--- src/rtl/fpu_driver.sv ---
// Sequences operand pairs from an 8-entry table into an external FPU, waits a fixed number
// of cycles, captures each result/status and hands it to a consumer with a valid/ready handshake.
module fpu_driver #(
  parameter int unsigned WAIT_CYCLES = 4
) (
  input  logic        clock100KHz,
  input  logic        reset,
  input  logic        wr_en,
  input  logic [2:0]  wr_addr,
  input  logic [31:0] wr_A,
  input  logic [31:0] wr_B,
  input  logic [3:0]  num_ops,
  input  logic        start,
  output logic [31:0] op_A_out,
  output logic [31:0] op_B_out,
  input  logic [31:0] fpu_data_in,
  input  logic [3:0]  fpu_status_in,
  output logic [31:0] result_out,
  output logic [3:0]  status_cap,
  output logic [2:0]  result_idx,
  output logic        result_valid,
  input  logic        result_ready,
  output logic        busy,
  output logic        done,
  output logic [3:0]  flag_count
);

  typedef enum logic [1:0] {StIdle, StPresent, StHold, StDone} state_e;

  state_e      state_q;
  logic [63:0] table_q [8];
  logic [2:0]  idx_q;
  logic [2:0]  last_q;
  logic [3:0]  cnt_q;
  logic [31:0] op_a_q, op_b_q, result_q;
  logic [3:0]  status_q, flag_q;
  logic [2:0]  result_idx_q;
  logic        valid_q, busy_q, done_q;

  always_ff @(posedge clock100KHz or posedge reset) begin
    if (reset) begin
      state_q      <= StIdle;
      for (int i = 0; i < 8; i++) table_q[i] <= '0;
      idx_q        <= '0;
      last_q       <= '0;
      cnt_q        <= '0;
      op_a_q       <= '0;
      op_b_q       <= '0;
      result_q     <= '0;
      status_q     <= '0;
      result_idx_q <= '0;
      flag_q       <= '0;
      valid_q      <= 1'b0;
      busy_q       <= 1'b0;
      done_q       <= 1'b0;
    end else begin
      done_q <= 1'b0;
      unique case (state_q)
        StIdle: begin
          if (wr_en) table_q[wr_addr] <= {wr_A, wr_B};
          if (start) begin
            flag_q <= '0;
            idx_q  <= '0;
            if (num_ops == 4'd0) begin
              state_q <= StDone;
              done_q  <= 1'b1;
            end else begin
              state_q <= StPresent;
              busy_q  <= 1'b1;
              last_q  <= (num_ops > 4'd8) ? 3'd7 : 3'(num_ops - 4'd1);
              cnt_q   <= 4'(WAIT_CYCLES);
              op_a_q  <= table_q[0][63:32];
              op_b_q  <= table_q[0][31:0];
            end
          end
        end
        StPresent: begin
          if (cnt_q == 4'd0) begin
            result_q     <= fpu_data_in;
            status_q     <= fpu_status_in;
            result_idx_q <= idx_q;
            valid_q      <= 1'b1;
            if (fpu_status_in != 4'd0 && flag_q != 4'hF) flag_q <= flag_q + 4'd1;
            state_q      <= StHold;
          end else begin
            cnt_q <= cnt_q - 4'd1;
          end
        end
        StHold: begin
          if (result_ready) begin
            valid_q <= 1'b0;
            if (idx_q == last_q) begin
              state_q <= StDone;
              busy_q  <= 1'b0;
              done_q  <= 1'b1;
            end else begin
              // Operands switch only after the consumer has taken the previous result.
              idx_q   <= idx_q + 3'd1;
              op_a_q  <= table_q[3'(idx_q + 3'd1)][63:32];
              op_b_q  <= table_q[3'(idx_q + 3'd1)][31:0];
              cnt_q   <= 4'(WAIT_CYCLES);
              state_q <= StPresent;
            end
          end
        end
        StDone: begin
          state_q <= StIdle;
        end
      endcase
    end
  end

  assign op_A_out     = op_a_q;
  assign op_B_out     = op_b_q;
  assign result_out   = result_q;
  assign status_cap   = status_q;
  assign result_idx   = result_idx_q;
  assign result_valid = valid_q;
  assign busy         = busy_q;
  assign done         = done_q;
  assign flag_count   = flag_q;

endmodule

--- config.mk ---
export PLATFORM = sky130hd
export DESIGN_NAME = fpu_driver
export DESIGN_NICKNAME = d
export VERILOG_FILES = /design/src/rtl/fpu_driver.sv
export SDC_FILE = /design/constraint.sdc
export NUM_CORES = 1
export LEC_CHECK = 0
export ABC_AREA = 0
export ABC_CLOCK_PERIOD_IN_PS = 48300
export CAP_MARGIN = 20
export CELL_PAD_IN_SITES_DETAIL_PLACEMENT = 1
export CELL_PAD_IN_SITES_GLOBAL_PLACEMENT = 1
export CORE_MARGIN = 2
export CORE_UTILIZATION = 45
export DETAILED_ROUTE_END_ITERATION = 10
export PLACE_DENSITY = 0.85
export SLEW_MARGIN = 10
export SYNTH_ARGS = -nofsm -noshare
export SYNTH_HDL_FRONTEND = slang
export SYNTH_SLANG_ARGS = --single-unit
export TNS_END_PERCENT = 1
--- constraint.sdc ---
create_clock -name clock100KHz -period 48.3 [get_ports clock100KHz]
set_clock_uncertainty 0.05 [all_clocks]
set_input_delay 12.075 -clock clock100KHz [delete_from_list [all_inputs] [get_ports clock100KHz]]
set_output_delay 12.075 -clock clock100KHz [all_outputs]
set_load 0.01 [all_outputs]
Word-level counts from Yosys, hierarchy flattened. Cells that the tools add are included.

Flip-flop bits (word level): 634. Bits of input ports: 112. Output and inout port bits: 110.

$add $sub $neg: 4. Order comparisons: 4. Equality and inequality tests: 13. Multiplexer cells: 50. Bitwise gates (word level): 3. Reduce and logical (&&, ||, !) cells: 20.

Operator list (number): 512-bit bitwise mux (1); 32-bit two-way mux (8); 64-bit binary-select mux with 3-bit select (1); 64-bit demux with 3-bit select (1); 64-bit two-way mux (3); 32-bit case mux with 2 select lines (2); 4-bit two-way mux (8); 2-bit != test, second input constant (8); 3-bit two-way mux (4); 4-bit case mux with 3 select lines (1); 1-bit two-way mux (10); 2-bit two-way mux (5); 5-bit AND reduction (2); 3-bit AND reduction (3); 4-bit greater-or-equal comparator, second input constant (2); 4-bit logical NOT (2); 3-bit inverter with 4-bit output (2); 2-bit case mux with 4 select lines (1); 4-bit case mux with 2 select lines (1); 4-bit AND reduction (2); 1-bit case mux with 2 select lines (3); 3-bit case mux with 2 select lines (1); 6-bit AND reduction (1); 2-bit nonzero test (3); 16 further kinds (19).

Longest topological paths before layout.
Depth after elaboration: 8. Mapped depth: 9. Gate-level depth less buffers: 7.

Worst setup path before layout. No wires, ideal clock.

Path kind: input -> register. Start: input port num_ops[0]. End: register op_a_q[31] (netlist: op_A_out[31]). Setup time: 130 ps. Arrival: 13313 ps. Required time: 48120 ps. Setup slack: 34807 ps. Cell stages on the path: 9. Cells stage by stage: inv_1 > ha_1 > nand2b_1 > nor4_2 > a211oi_2 > buf_4 > buf_4 > nor2_1 > a31oi_1.

Longest elaborated chain between the ends: 3.

RTL lines: start, declared (RTL line 12) `input logic [3:0] num_ops,`; 4-bit logical NOT (RTL line 64) `if (num_ops == 4'd0) begin`; 2-bit != test (no source line); 5-bit AND reduction (no source line); end signal, assigned (RTL line 72) `op_a_q <= table_q[0][63:32];`; end signal, assigned (RTL line 99) `op_a_q <= table_q[3'(idx_q + 3'd1)][63:32];`; end, declared (RTL line 35) `logic [31:0] op_a_q, op_b_q, result_q;`.

Every way passes these cells. A chain may end at the register's enable or synchronous reset.

Worst setup path after layout.
Start: input port start. End: register idx_q[2].

Longest elaborated chain between the ends: 2.

RTL lines: start, declared (RTL line 13) `input logic start,`; 2-bit != test (no source line); 4-bit AND reduction (no source line); end signal, assigned (RTL line 98) `idx_q <= idx_q + 3'd1;`; end, declared (RTL line 32) `logic [2:0] idx_q;`.

Every way passes these cells.

==> flow_summary.ini <==
[outcome]
outcome = complete, no violations

[drt]
postRouteWirelength_um = 79800
drtIter0Drc = 1074
drc = 0
avgViaCountPerCell = 5.86
routedWlPerCell_um = 25.4
first_pass_iters = 5
vias = 18400
antenna_left = 0

[die]
die_w_um = 254
initial_core_util_pct = 45.6
ios = 222
num_rows = 91
fp.dieH_um = 254
coreArea_mm2 = 0.0617
die-area_mm2 = 0.0645

[setup_path]
slowest_stage = buf_4
path_class = input pin to flop
r2r-end = op_B_out[29]
slowest_delay_ns = 0.73
worst-path-buf-inv = 3
r2r_start = idx_q[0]
setup.worst_path.end_class = flop
worstPathArrival_ns = 15.38
crit_path_start = start
critPathLaunchType = input pin
crit_path_frequent_cell = buf_4
rrSetupSlack_ns = 43.91
reg2regPathDepth = 7
crit_path_max_fanout = 70
critical_path.top_delay_family = buffers and inverters
crit_required_ns = 48.76
path_cells = clkdlybuf4s50_1, mux2i_1, or2_0, a211oi_4, buf_4, buf_4, nand2_1, o31ai_1

[yosys]
synth_commonest_cells = dfrtp_1 (634), mux2_2 (521), mux2i_1 (258)
syn_nets = 2195
synth_warnings = 0
synth_top_area_share_pct = 56.4
synth-seq-cells = 634
yosysMostFrequentCell = dfrtp_1
netlist_instances = 2079
syn_area_mm2 = 0.0281
yosys-top-cells-area = dfrtp_1 (56%), mux2_2 (21%), mux2i_1 (9.2%)
synth.distinct_cells = 41
seq_area_frac_synth_pct = 56.4
postSynth.asyncResetShare_pct = 100
synth_edf_count = 0
yosys_most_used_dff = dfrtp_1
synth.avg_cell_area_um2 = 13.5
synth_area_leader_cell = dfrtp_1

[global_route]
grt_max_degree = 183
grt_pass1_wl_um = 124000
antenna_found_initial = 7
grt_pass1_vias = 20700
grt_remaining_overflow = 0
grt_use_total_pct = 25.1

[cells_and_area]
syn2layout_area_growth_pct = 18.3
final_layout_size_suffix_gt1_share_pct = 28.8
finish.utilization_pct = 53.9
finalInstanceArea_mm2 = 0.0333
fin_cells = 3140
fin_nets = 2371

[clock_network]
cts-root-buf = clkbuf_16
insertion_delay_ns = 0.60
cts_hold_buf = 0
clkTransAtPathRegs_ns = 0.06
numCtsBuffers = 68
cts_tree = built
cts_setup_buffers = 0
cts_resized = 0
clockBufferDepth = 3
cts_sinks = 634
htreeDepth = 3

[sta]
grt_setup_unrepaired = false
finalHoldViolCount = 0
drv_slew = 0
setup-violations-final = 0
fmax_ghz = 0.0670
setup_tns_ns = 0
slew_headroom_pct = 18.8
post-route-period-util_pct = 30.9
setup_ws_ns = 33.38
worst_slew_pin_slew_ns = 1.22
fin_crit_ns = 14.92

[power]
leakage_nw = 13.9
max-vdd-ir-drop_uv = 38.8
power.density_mw_per_mm2 = 67.4

[worst_hold_path]
hold_end = table_q[22]
hold_start = table_q[22]
min_path_cells = 1
hp-class = flop to flop

[placed_design]
port_buffers = 221
routabilityCongestion = 0.749
dp_cells = 3019
preCtsSetupSlack_ns = 32.78
placed_area_mm2 = 0.0310
hpwlAfterDp_um = 44800

[run]
cap_violations = 0
[report_power, final]
part | switching (mW) | internal, mW
Clock | 0.210 | 0.303
Combinational | 0.370 | 0.411
Sequential | 0.164 | 0.786
[cell type report]
class | count | area (um2)
inverter | 11 | 48.8
multi-input combinational | 1292 | 11700
fill | 6077 | 28400
antenna | 5 | 12.5
clock buffer | 99 | 1970
sequential | 634 | 15900
timing repair buffer | 248 | 2490
tap | 837 | 1050
clock inverter | 14 | 179
[state kept, by name, summed over array words and instances (netlist names)]
register	cells
state_q	2
flag_count	4
done	1
last_q	3
table_q	512
result_idx	3
op_A_out	32
status_cap	4
result_out	32
result_valid	1
cnt_q	4
op_B_out	32
busy	1
idx_q	3
[cell usage in the layout (no fill, tap or decap), types with 10 or more instances in the layout]
cell type and instances:
buf_4 23, mux2_1 30, clkdlybuf4s50_1 221, inv_1 10, dfrtp_1 634, nand2_1 77
mux2i_1 258, clkbuf_16 71, a22oi_1 130, a31oi_1 66, mux2_2 521, nand3_1 66
clkbuf_1 19, nor2_1 76
[logic make-up after synthesis]
logic type	Yosys count	synth area share (%)
fa+ha+maj	4	0.178
simple gates	248	3.84
buf+inv	153	2.54
flops	634	56.4
mux	809	31.3
compound gates	225	5.58
xor+xnor	6	0.187
[per-layer routing]
layer	global-route usage [%]	part of all wire [%]	wire length [um]	vias up
met3	4.21	4.1	3280	120
met1	31.9	42	33900	9964
li1	-	-	-	7934
met4	8.29	2.1	1640	8
met2	43.4	51	40900	376
met5	0	0.066	53	-
[through the flow]
step	power [mW]	hold slack (ns)
floorplan	1.43	0.408
global placement	1.65	0.412
detailed placement	1.72	0.428
CTS	2.26	0.440
global route	2.37	0.449
finish	2.24	0.437
[worst max path at each step]
stage / cells past startpoint / endpoint
after floorplan: 1 / busy
after global placement: 8 / idx_q[2]
after detailed placement: 8 / idx_q[2]
after CTS: 8 / idx_q[2]
after global routing: 8 / idx_q[2]
final: 8 / idx_q[2]
Power figures use the tool's default switching activity.
